===== config.mk =====
export PLATFORM = sky130hd
export DESIGN_NAME = sodor_mem_arbiter
export DESIGN_NICKNAME = d
export VERILOG_FILES = /design/src/rtl/sodor_mem_arbiter.sv
export SDC_FILE = /design/constraint.sdc
export NUM_CORES = 1
export LEC_CHECK = 0
export ABC_CLOCK_PERIOD_IN_PS = 2200
export CORE_MARGIN = 3
export CORE_UTILIZATION = 40
export CTS_BUF_LIST = sky130_fd_sc_hd__clkbuf_4 sky130_fd_sc_hd__clkbuf_8
export DETAILED_ROUTE_END_ITERATION = 8
export HOLD_SLACK_MARGIN = 0.03
export PLACE_DENSITY = 0.88
export REMOVE_ABC_BUFFERS = 1
export SLEW_MARGIN = 20
export SYNTH_ARGS = -nofsm -noshare
export SYNTH_HDL_FRONTEND = slang
export SYNTH_SLANG_ARGS = --single-unit

===== constraint.sdc =====
create_clock -name clk -period 2.2 [get_ports clk]
set_input_delay 0.66 -clock clk [delete_from_list [all_inputs] [get_ports clk]]
set_output_delay 0.66 -clock clk [all_outputs]
set_load 0.02 [all_outputs]

===== src/rtl/sodor_mem_arbiter.sv =====
// Two-port (fetch/data) arbiter in front of one single-port memory, one outstanding transaction.
// Optional perf counters enabled with the SODOR_MEM_ARB_PERF_EN macro.
module sodor_mem_arbiter #(
    parameter int ADDR_W       = 32,
    parameter int DATA_W       = 32,
    parameter int STARVE_LIMIT = 4
) (
    input  logic              clk,
    input  logic              rst,
    input  logic              imem_req_valid,
    output logic              imem_req_ready,
    input  logic [ADDR_W-1:0] imem_req_addr,
    output logic              imem_resp_valid,
    output logic [DATA_W-1:0] imem_resp_data,
    input  logic              dmem_req_valid,
    output logic              dmem_req_ready,
    input  logic [ADDR_W-1:0] dmem_req_addr,
    input  logic [DATA_W-1:0] dmem_req_data,
    input  logic              dmem_req_write_en,
    output logic              dmem_resp_valid,
    output logic [DATA_W-1:0] dmem_resp_data,
    output logic              mem_req_valid,
    output logic [ADDR_W-1:0] mem_req_addr,
    output logic [DATA_W-1:0] mem_req_data,
    output logic              mem_req_write_en,
    input  logic              mem_resp_valid,
    input  logic [DATA_W-1:0] mem_resp_data,
    output logic              err_spurious
`ifdef SODOR_MEM_ARB_PERF_EN
    ,
    output logic [31:0]       perf_imem_stall,
    output logic [31:0]       perf_dmem_stall,
    output logic [31:0]       perf_xact
`endif
);

    typedef enum logic [1:0] {
        ST_IDLE  = 2'd0,
        ST_ISSUE = 2'd1,
        ST_WAIT  = 2'd2,
        ST_RESP  = 2'd3
    } state_t;

    localparam logic [3:0] STARVE_MAX = STARVE_LIMIT[3:0];

    state_t            state_r;
    logic              owner_dmem_r;
    logic [3:0]        starve_cnt_r;
    logic              mem_req_valid_r;
    logic [ADDR_W-1:0] mem_req_addr_r;
    logic [DATA_W-1:0] mem_req_data_r;
    logic              mem_req_write_en_r;
    logic              imem_resp_valid_r;
    logic [DATA_W-1:0] imem_resp_data_r;
    logic              dmem_resp_valid_r;
    logic [DATA_W-1:0] dmem_resp_data_r;
    logic              err_spurious_r;

    logic              grant_dmem_s;
    logic              grant_imem_s;
    logic              imem_ready_s;
    logic              dmem_ready_s;

    // Arbitration: dmem has priority unless imem has lost STARVE_LIMIT times in a row.
    always_comb begin
        grant_dmem_s = 1'b0;
        grant_imem_s = 1'b0;
        if (dmem_req_valid && !(imem_req_valid && (starve_cnt_r == STARVE_MAX))) begin
            grant_dmem_s = 1'b1;
        end else begin
            grant_imem_s = imem_req_valid;
        end
        imem_ready_s = (state_r == ST_IDLE) && grant_imem_s;
        dmem_ready_s = (state_r == ST_IDLE) && grant_dmem_s;
    end

    // Main transaction FSM with latched request fields and response routing.
    always_ff @(posedge clk or negedge rst) begin
        if (!rst) begin
            state_r            <= ST_IDLE;
            owner_dmem_r       <= 1'b0;
            starve_cnt_r       <= 4'd0;
            mem_req_valid_r    <= 1'b0;
            mem_req_addr_r     <= {ADDR_W{1'b0}};
            mem_req_data_r     <= {DATA_W{1'b0}};
            mem_req_write_en_r <= 1'b0;
            imem_resp_valid_r  <= 1'b0;
            imem_resp_data_r   <= {DATA_W{1'b0}};
            dmem_resp_valid_r  <= 1'b0;
            dmem_resp_data_r   <= {DATA_W{1'b0}};
            err_spurious_r     <= 1'b0;
        end else begin
            if (mem_resp_valid && (state_r != ST_WAIT)) begin
                err_spurious_r <= 1'b1;
            end
            case (state_r)
                ST_IDLE: begin
                    if (dmem_ready_s) begin
                        state_r            <= ST_ISSUE;
                        mem_req_valid_r    <= 1'b1;
                        owner_dmem_r       <= 1'b1;
                        mem_req_addr_r     <= dmem_req_addr;
                        mem_req_data_r     <= dmem_req_data;
                        mem_req_write_en_r <= dmem_req_write_en;
                        if (imem_req_valid && (starve_cnt_r != STARVE_MAX)) begin
                            starve_cnt_r <= starve_cnt_r + 4'd1;
                        end
                    end else if (imem_ready_s) begin
                        state_r            <= ST_ISSUE;
                        mem_req_valid_r    <= 1'b1;
                        owner_dmem_r       <= 1'b0;
                        mem_req_addr_r     <= imem_req_addr;
                        mem_req_data_r     <= {DATA_W{1'b0}};
                        mem_req_write_en_r <= 1'b0;
                        starve_cnt_r       <= 4'd0;
                    end
                end
                ST_ISSUE: begin
                    mem_req_valid_r <= 1'b0;
                    state_r         <= ST_WAIT;
                end
                ST_WAIT: begin
                    if (mem_resp_valid) begin
                        state_r <= ST_RESP;
                        if (owner_dmem_r) begin
                            dmem_resp_valid_r <= 1'b1;
                            dmem_resp_data_r  <= mem_resp_data;
                        end else begin
                            imem_resp_valid_r <= 1'b1;
                            imem_resp_data_r  <= mem_resp_data;
                        end
                    end
                end
                ST_RESP: begin
                    imem_resp_valid_r <= 1'b0;
                    dmem_resp_valid_r <= 1'b0;
                    state_r           <= ST_IDLE;
                end
                default: begin
                    state_r <= ST_IDLE;
                end
            endcase
        end
    end

`ifdef SODOR_MEM_ARB_PERF_EN
    logic [31:0] perf_imem_stall_r;
    logic [31:0] perf_dmem_stall_r;
    logic [31:0] perf_xact_r;

    // Free-running wrap-around stall and completion counters.
    always_ff @(posedge clk or negedge rst) begin
        if (!rst) begin
            perf_imem_stall_r <= 32'd0;
            perf_dmem_stall_r <= 32'd0;
            perf_xact_r       <= 32'd0;
        end else begin
            if (imem_req_valid && !imem_ready_s) begin
                perf_imem_stall_r <= perf_imem_stall_r + 32'd1;
            end
            if (dmem_req_valid && !dmem_ready_s) begin
                perf_dmem_stall_r <= perf_dmem_stall_r + 32'd1;
            end
            if (state_r == ST_RESP) begin
                perf_xact_r <= perf_xact_r + 32'd1;
            end
        end
    end

    assign perf_imem_stall = perf_imem_stall_r;
    assign perf_dmem_stall = perf_dmem_stall_r;
    assign perf_xact       = perf_xact_r;
`endif

    assign imem_req_ready   = imem_ready_s;
    assign dmem_req_ready   = dmem_ready_s;
    assign mem_req_valid    = mem_req_valid_r;
    assign mem_req_addr     = mem_req_addr_r;
    assign mem_req_data     = mem_req_data_r;
    assign mem_req_write_en = mem_req_write_en_r;
    assign imem_resp_valid  = imem_resp_valid_r;
    assign imem_resp_data   = imem_resp_data_r;
    assign dmem_resp_valid  = dmem_resp_valid_r;
    assign dmem_resp_data   = dmem_resp_data_r;
    assign err_spurious     = err_spurious_r;

endmodule


==> qor.csv <==
metric,value,unit
status,finished with violations,
violations,negative setup slack,
num_rows,43,
grt_max_degree,72,
path_cells,inv_2 -> ha_4 -> buf_6 -> nand3b_1 -> a21oi_2 -> buf_4,
cp_slowest_stage_delay,0.40,ns
die_height,125.4,um
place_congestion,0.8350,
antenna_found_initial,0,
worstPathRequired,1.54,ns
timing.reg2reg.worst_path_depth,7,
clkTransAtPathRegs,0.08,ns
yosys.cell_types.count,33,
worst-slew-pin-transition,0.3771,ns
grt_setup_unrepaired,true,
cts-htree-levels,4,
crit_type,flop to output port,
wl_per_cell,19.41,um
clock_latency,0.43,ns
internal_reg_to_reg_setup_slack,0.44,ns
seq_area_frac_synth,0.6142,
clock_sinks,140,
starting_density_of_the_core,0.4094,
start_kind,flop,
cts-buffers-inserted,17,
fin_tns_setup,-0.02656,ns
synth_edf_count,0,
r2r-start,starve_cnt_r[0],
worst_hold_slack,0.08549,ns
die_x,125.4,um
fin_crit,2.226,ns
achievable-frequency,449.3,MHz
synth.yosys.warnings,0,
remaining_drc_errors,0,
worstPathMaxFanout,3,
synthCells,451,
post_synth_instance_area,0.005704,mm2
clock_tree.root_cell,clkbuf_8,
min-delay-path-class,input pin to async pin,
ys.flop_type,dfrtp_1,
avgViaCountPerCell,5.258,
post_route_utilization,0.6622,
timing.final.ws_setup,-0.02569,ns
timing.slew.headroom,0.7486,
cts_hold_buffers,0,
clock_path_buffers,2,
drtPass1Iterations,4,
syn-mean-instance-area,12.65,um2
num-nets-final,877,
critPathArrivalTime,1.57,ns
core,0.01393,mm2
total_via_count_after_detailed_routing,4885,
num_antenna_cells,0,
place.detailed.hpwl,13230,um
first_global_vias,5272,
ant_nets,0,
timing.max_cap.violations,0,
drt_wl_total,18030,um
final_layout_size_suffix_gt1_frac,0.1896,
placement.io_buffers,268,
power_leakage,3.923,nW
crit_path_end_kind,output port,
finalSetupViolCount,2,
dpl_cell_area,0.008766,mm2
critical-path-slowest-cell,dfrtp_1,
final_critical_path_share_of_the_clock_period,1.012,
fp.dieArea,0.01573,mm2
hold_viol,0,
regToRegEndpoint,mem_req_addr[10],
count_of_routing_violations_after_the_opening_detailed_route_iteration,263,
areaGrowthSynthToFinish,61.77,%
globalRouteOverflowTotal,0,
grt_first_pass_wirelength,28490,um
ys_ff_latch,140,
final_max_slew_viol_count,0,
layout.cell_area.non_filler,0.009228,mm2
power.ir.vdd_worst,0.7172,mV
async_reset_ff_frac,1.000,
timing.clock.skew,0.01201,ns
tritoncts,built,
grt_use_total,0.2284,
power_per_cell_area,1563,mW/mm2
pin_count,269,
-- state kept, by name, summed over array words and instances, names as in the netlist --
name / cells
dmem_resp_data: 32
imem_resp_data: 32
mem_req_addr: 32
mem_req_data: 32
starve_cnt_r: 4
state_r: 2
dmem_resp_valid: 1
err_spurious: 1
imem_resp_valid: 1
mem_req_valid: 1
mem_req_write_en: 1
owner_dmem_r: 1
-- cell usage after synthesis, types with 6 or more instances --
cell type / instances / area [um2]
clkbuf_1: 11 / 41.29
inv_1: 7 / 26.28
ha_1: 6 / 75.07
o21ai_0: 34 / 170.2
a31oi_1: 32 / 200.2
dfrtp_1: 140 / 3503
nor2_1: 33 / 123.9
mux2_2: 65 / 732.0
a21oi_1: 34 / 170.2
nand2_1: 7 / 26.28
buf_2: 15 / 75.07
a22o_1: 34 / 297.8
-- area by class of cell --
cell class	instances	area [um2]
sequential	140	3503
tap	180	225.2
clock inverter	10	142.6
clock buffer	21	264.0
timing repair buffer	300	3024
fill	1006	4707
inverter	7	26.28
multi-input combinational	271	2042
-- placed cells by master (no fill, tap or decap), types with 6 or more instances in the layout --
| cell | n |
|---|---|
| a21oi_1 | 33 |
| a22o_1 | 34 |
| a31oi_1 | 32 |
| buf_12 | 8 |
| buf_4 | 24 |
| clkbuf_8 | 17 |
| clkdlybuf4s50_1 | 263 |
| dfrtp_1 | 140 |
| mux2_2 | 65 |
| nand2_1 | 6 |
| nor2_1 | 33 |
| o21ai_0 | 34 |
-- worst max path at each step --
stage | from | end | slack (ns) | cells after the start
2_1_floorplan | imem_req_valid | state_r[1] | -0.45 | 3
3_3_place_gp | imem_req_valid | dmem_req_ready | -0.67 | 4
3_5_place_dp | imem_req_valid | dmem_req_ready | -0.72 | 4
4_1_cts | starve_cnt_r[0] | dmem_req_ready | -0.05 | 5
5_1_grt | starve_cnt_r[0] | imem_req_ready | -0.11 | 6
6_report | starve_cnt_r[0] | imem_req_ready | -0.03 | 6
-- kinds of logic (layout without fill, tap and decap cells) --
| group | Yosys count | in the layout | share of synthesized area |
|---|---|---|---|
| AOI/OAI and AO/OA | 144 | 144 | 0.1606 |
| DFF | 140 | 140 | 0.6142 |
| muxes | 67 | 67 | 0.1318 |
| and+or+nand+nor | 53 | 53 | 0.04387 |
| buffers and inverters | 40 | 338 | 0.03488 |
| adders and majority gates | 6 | 6 | 0.01316 |
| xor gates and xnor gates | 1 | 1 | 0.001536 |
-- layer usage --
metal / track usage / share of wire / routed length (um) / vias to the layer above
met3: 0.04784 / 0.045 / 812 / 51
met5: 0 / 0 / 0 / -
met4: 0.09949 / 0.037 / 662 / 0
met1: 0.2691 / 0.39 / 7120 / 2423
li1: - / - / - / 2211
met2: 0.4030 / 0.52 / 9436 / 200
-- stage by stage --
stage | instances | total power [W] | setup WS, ns
after floorplan | 418 | 0.008251 | -0.4534
final | 929 | 0.01443 | -0.02569
after detailed placement | 895 | 0.01227 | -0.7168
after CTS | 929 | 0.01455 | -0.04719
after global routing | 929 | 0.01517 | -0.1082
after global placement | 895 | 0.01194 | -0.6693
-- worst max-delay path: cells and delay by family, from the launching register on --
kind / cells / cell delay (ns)
AO/OA/AOI/OAI: 1 / 0.15
adder cells (fa/ha/maj): 1 / 0.14
buffers and inverters: 3 / 0.31
flip-flops: 1 / 0.40
AND/OR/NAND/NOR: 1 / 0.12
-- power by group --
| group | leakage, nW | switching, W | internal (W) | total [W] |
|---|---|---|---|---|
| registers | 1.68 | 0.000720 | 0.00387 | 0.00459 |
| clock network | 0.208 | 0.000969 | 0.00117 | 0.00214 |
| logic | 2.04 | 0.00381 | 0.00389 | 0.00770 |
| total | 3.92 | 0.00550 | 0.00893 | 0.0144 |
-- timing repair --
action,in CTS,in global routing
endpoints found under the setup margin,2,2
pin swaps,4,1
resized for setup,25,1
buffers inserted,4,0
hold endpoints to repair,0,0
(Power assumes the default switching activity.)
==> patch 1, RTL diff (same flow settings) <==
The parameter `DATA_W` goes from 32 to 40.
--- a/src/rtl/sodor_mem_arbiter.sv
+++ b/src/rtl/sodor_mem_arbiter.sv
@@ -2,7 +2,7 @@
 // Optional perf counters enabled with the SODOR_MEM_ARB_PERF_EN macro.
 module sodor_mem_arbiter #(
     parameter int ADDR_W       = 32,
-    parameter int DATA_W       = 32,
+    parameter int DATA_W       = 40,
     parameter int STARVE_LIMIT = 4
 ) (
     input  logic              clk,
Ports: changed (5 resized); port bits go from 269 to 309. The function was not compared with the original's and may differ.
==> patch 1 against the unedited design <==
The flow still finishes with violations (setup timing); worst setup slack worse by 0.030 ns; sequential power up 17%; cell area up 16%; routed wire length up 13%; sequential cell count up 24; power up 16%; worst hold slack better by 0.012 ns; non-clock buffer count up 48; combinational power up 16%; synthesized cell count up 12%; first-iteration DRC count up 37%; largest power group unchanged; count of clock-buffer cells in the layout down 4; critical endpoint unchanged; final cell count up 14%; synthesized area up 17%.
==> patch 1: results (changes against the unedited design) <==
Outcome
  – Status: complete, but fails checks (unchanged)
  – Failing checks: setup timing (unchanged)

Route
  – Iteration-0 DRC Markers: 359 (was 263)
  – DR pass1 iterations: 5 (was 4)
  – Via density: 5.29 (was 5.26)
  – Drt wl/cell: 19.2 um (was 19.4 um)

Global route
  – Number of global-route vias before repair: 5945 (was 5272)
  – GR Layer Usage met3: 7.13% (was 4.78%)
  – Routing usage on met1: 25.6% (was 26.9%)
  – Initial antenna violation count: 0 (unchanged)
  – Largest net degree at the start of global routing: 54 (was 72)
  – Gr usage total: 22.1% (was 22.8%)
  – First-pass GRT wire length: 31400 um (was 28500 um)
  – Met2 GRT Util: 37.3% (was 40.3%)

Synth
  – Synth warnings: 0 (unchanged)
  – Compound-Gate Fraction of Synth Area: 16.1% (about the same)
  – Register area share after synthesis: 61.3% (was 61.4%)
  – Synth cell count leaders: 164 x dfrtp_1, 82 x mux2_2, 42 x a22o_1 (was 140 x dfrtp_1, 65 x mux2_2, 34 x a21oi_1, 34 x a22o_1, 34 x o21ai_0)
  – Adder-Cell Fraction of Synth Area: 1.12% (was 1.32%)
  – Post-synthesis mux area share: 14.1% (was 13.2%)
  – Synth area leaders: dfrtp_1 61%, mux2_2 14%, a22o_1 5.5% (was dfrtp_1 61%, mux2_2 13%, a22o_1 5.2%)
  – Syn Inst Count: 506 (was 451)
  – XOR/XNOR share of the synthesized area: 0% (was 0.154%)
  – Unique masters post-synth: 33 (unchanged)

Place
  – DP Worst Slack: -0.720 ns (was -0.717 ns)
  – Hpwl dp: 14500 um (was 13200 um)
  – Port Buffers: 308 (was 268)
  – Inst Count DP: 1028 (was 895)
  – Placer Congestion: 0.801 (was 0.835)

Pwr
  – Power Internal: 10.4 mW (was 8.93 mW)
  – Leak: 4.60 nW (was 3.92 nW)
  – Worst IR Drop VDD: 961 uV (was 717 uV)

STA
  – Relative slew slack: 69.6% (was 74.9%)
  – Setup violations, final: 2 (unchanged)
  – Final worst slack: -0.0554 ns (was -0.0257 ns)
  – Worst Skew: 0.0163 ns (was 0.0120 ns)

Final layout
  – Ant diodes: 0 (unchanged)
  – Final std cells w/o fill: 1061 (was 929)
  – # nets final: 988 (was 877)
  – Fill cell count: 1188 (was 1006)
  – Share of layout cells above drive strength 1: 19.9% (was 19.0%)

Worst setup path
  – CP Max Fanout: 2 (was 3)
  – Crit path from: starve_cnt_r[1]$_DFFE_PN0P_ (was starve_cnt_r[0]$_DFFE_PN0P_)

CTS
  – Clock-pin slew on the worst setup and hold paths: 0.10 ns (was 0.08 ns)
  – H-tree Lvls: 4 (unchanged)
  – Clk Latency, worst-skew pair: 0.46 ns (was 0.43 ns)
  – CTS max path bufs: 2 (unchanged)
  – Cts bufs inserted: 17 (unchanged)

Hold path
  – Hold WC Path Type: in -> async (unchanged)
## patch 1: cell families (layout without fill, tap and decap cells)
group | Yosys count | count (layout)
mux | 84 | 84
flops | 164 | 164
fa+ha+maj | 6 | 6
compound gates | 153 | 153
simple gates | 52 | 52
buf+inv | 47 | 386
## patch 1: final timing paths
kind / to / slack (ns) / depth (start not counted)
setup / recovery: imem_req_ready / -0.06 / 6
hold / removal: imem_resp_data[37]$_DFFE_PN0P_ / 0.1 / 1
setup reg to reg: mem_req_addr[13]$_DFFE_PN0P_ / 0.44 / 8
hold reg to reg: err_spurious$_DFFE_PN0P_ / 0.49 / 1
max in group asynchronous: imem_resp_data[29]$_DFFE_PN0P_ / 1.48 / 2
min in group clk: err_spurious$_DFFE_PN0P_ / 0.49 / 1
## patch 1: repair_timing
| item | in CTS | in global routing |
|---|---|---|
| hold endpoints to repair | 0 | 0 |
| buffers inserted | 1 | 0 |
| setup endpoints to repair | 3 | 10 |
| hold buffers | 0 | 0 |
| resized for setup | 24 | 9 |
| pin swaps | 5 | 0 |
## patch 1: critical path, stage by stage (launching register included)
cell	delay (ns)
dfrtp_1	0.39
inv_1	0.06
ha_2	0.19
buf_6	0.11
nand4b_4	0.09
a21oi_2	0.15
buf_4	0.16
## patch 1: cell type report
| type | instances | area (um^2) | share of cell area, % |
|---|---|---|---|
| flip-flops and latches | 164 | 4100 | 38.2 |
| inverters | 6 | 22.5 | 0.210 |
| multi-input cells | 295 | 2390 | 22.3 |
| well taps | 216 | 270 | 2.52 |
| clock buffers | 17 | 234 | 2.18 |
| repair buffers | 348 | 3490 | 32.5 |
| clock inverters | 15 | 215 | 2.01 |
## patch 1: layer usage
metal | up-vias | routed length [um]
met5 | - | 0
met4 | 0 | 755
met3 | 47 | 1790
met2 | 291 | 10400
met1 | 2753 | 7450
li1 | 2521 | -
## patch 1: through the flow
stage / area, um^2 / TNS [ns] / power (mW) / util, %
3_3_place_gp: 10200 / -12.53 / 14.1 / 63.4
2_1_floorplan: 6470 / -112.02 / 9.74 / -
5_1_grt: 10700 / -0.319 / 17.7 / 66.6
6_report: 10700 / -0.105 / 16.8 / 66.6
4_1_cts: 10700 / -0.199 / 16.9 / 66.5
3_5_place_dp: 10200 / -13.30 / 14.4 / 63.4
## patch 1: power groups by stage
| stage | logic (mW) | clock network (mW) | registers (mW) |
|---|---|---|---|
| 2_1_floorplan | 2.58 | 0 | 7.17 |
| 3_3_place_gp | 8.76 | 0 | 5.34 |
| 3_5_place_dp | 8.93 | 0 | 5.42 |
| 4_1_cts | 9.03 | 2.53 | 5.39 |
| 5_1_grt | 9.46 | 2.68 | 5.57 |
| 6_report | 8.94 | 2.46 | 5.39 |
==> patch 2, RTL diff (config.mk and constraints unchanged) <==
Without the edit above. Put one more register stage on the output `err_spurious`, without a reset. The value now appears one clock later. The other outputs are not delayed to match.
--- a/src/rtl/sodor_mem_arbiter.sv
+++ b/src/rtl/sodor_mem_arbiter.sv
@@ -182,7 +182,9 @@
     assign imem_resp_data   = imem_resp_data_r;
     assign dmem_resp_valid  = dmem_resp_valid_r;
     assign dmem_resp_data   = dmem_resp_data_r;
-    assign err_spurious     = err_spurious_r;
+    always_ff @(posedge clk) begin
+        err_spurious <= err_spurious_r;
+    end
 
 endmodule
 
Behaviour: not the same (a bounded check fails within 4 cycles, from zero or initial values and one cycle with rst low).
==> patch 2 against the unedited design <==
The run still ends with setup timing left; sequential cell count rose by 1; worst setup slack worse by 0.021 ns; routed wire length fell by 2.2%; sequential share of layout area is 0.19 points higher; synthesized area increased by 0.35%; clock power down 3%; power down 0.74%; cell area hardly changed.
==> patch 2: results (changes against the unedited design) <==
Worst setup path
  – R2R Setup Slk: 0.53 ns (was 0.44 ns)
  – Reg-to-Reg End: imem_resp_data[28]$_DFFE_PN0P_ (was mem_req_addr[10]$_DFFE_PN0P_)
  – Worst Path Arrival: 1.59 ns (was 1.57 ns)
  – Crit path from: starve_cnt_r[1]$_DFFE_PN0P_ (was starve_cnt_r[0]$_DFFE_PN0P_)

Route
  – Iteration-0 DRC Markers: 227 (was 263)
  – DR pass1 iterations: 6 (was 4)
  – Via density: 5.22 (was 5.26)
  – Drt total wl: 17600 um (was 18000 um)

Synth
  – Unique masters post-synth: 34 (was 33)
  – FFs w/ async S/R, synth: 99.3% (was 100%)
  – Syn Inst Count: 452 (was 451)
  – Register area share after synthesis: 61.6% (was 61.4%)

Global route
  – Gr usage total: 22.3% (was 22.8%)
  – Largest net degree at the start of global routing: 64 (was 72)
  – First-pass GRT wire length: 27900 um (was 28500 um)

Final layout
  – Final std cells w/o fill: 930 (was 929)
  – Fill cell count: 1021 (was 1006)
  – Share of layout cells above drive strength 1: 18.9% (was 19.0%)

Place
  – Placer Congestion: 0.844 (was 0.835)
  – DP Worst Slack: -0.695 ns (was -0.717 ns)
  – Hpwl dp: 12800 um (was 13200 um)

CTS
  – CTS resizes: 20 (was 25)
  – Setup bufs post-CTS: 0 (was 4)

Pwr
  – Leak: 3.94 nW (was 3.92 nW)

STA
  – Worst Skew: 0.0103 ns (was 0.0120 ns)
  – Final worst slack: -0.0471 ns (was -0.0257 ns)
  – Setup TNS: -0.0471 ns (was -0.0266 ns)
  – Actual transition at the worst max-transition pin: 0.485 ns (was 0.377 ns)
  – Hold_ws: 0.156 ns (was 0.0855 ns)
  – Setup violations, final: 1 (was 2)

Outcome
  – Failing checks: setup timing (unchanged)
  – Status: complete, but fails checks (unchanged)
[patch 2: changes by cell type after synthesis]
cell,before,now
dfxtp_1,0,1
[patch 2: logic make-up after synthesis]
family | synth area share [%]
compound gates | 16.0
xor+xnor | 0.153
fa+ha+maj | 1.31
buf+inv | 3.48
flops | 61.6
mux | 13.1
simple gates | 4.37
[patch 2: cell type report]
class	instances	area (um^2)	area share, %
clock inverter	10	113	1.22
timing repair buffer	299	3010	32.6
sequential	141	3520	38.2
tap	180	225	2.44
clock buffer	22	290	3.14
multi-input combinational	271	2040	22.1
inverter	7	26.3	0.285
[patch 2: layer usage]
layer	routed length [um]	GRT usage, %	part of all wire [%]
met1	6720	26.6	38
met2	9360	38.6	53
met3	1030	5.51	5.9
met4	516	8.86	2.9
met5	0	0	0
[patch 2: where the power goes]
part / internal, mW / switching [mW]
Clock: 1.12 / 0.956
Sequential: 3.89 / 0.731
Combinational: 3.86 / 3.77
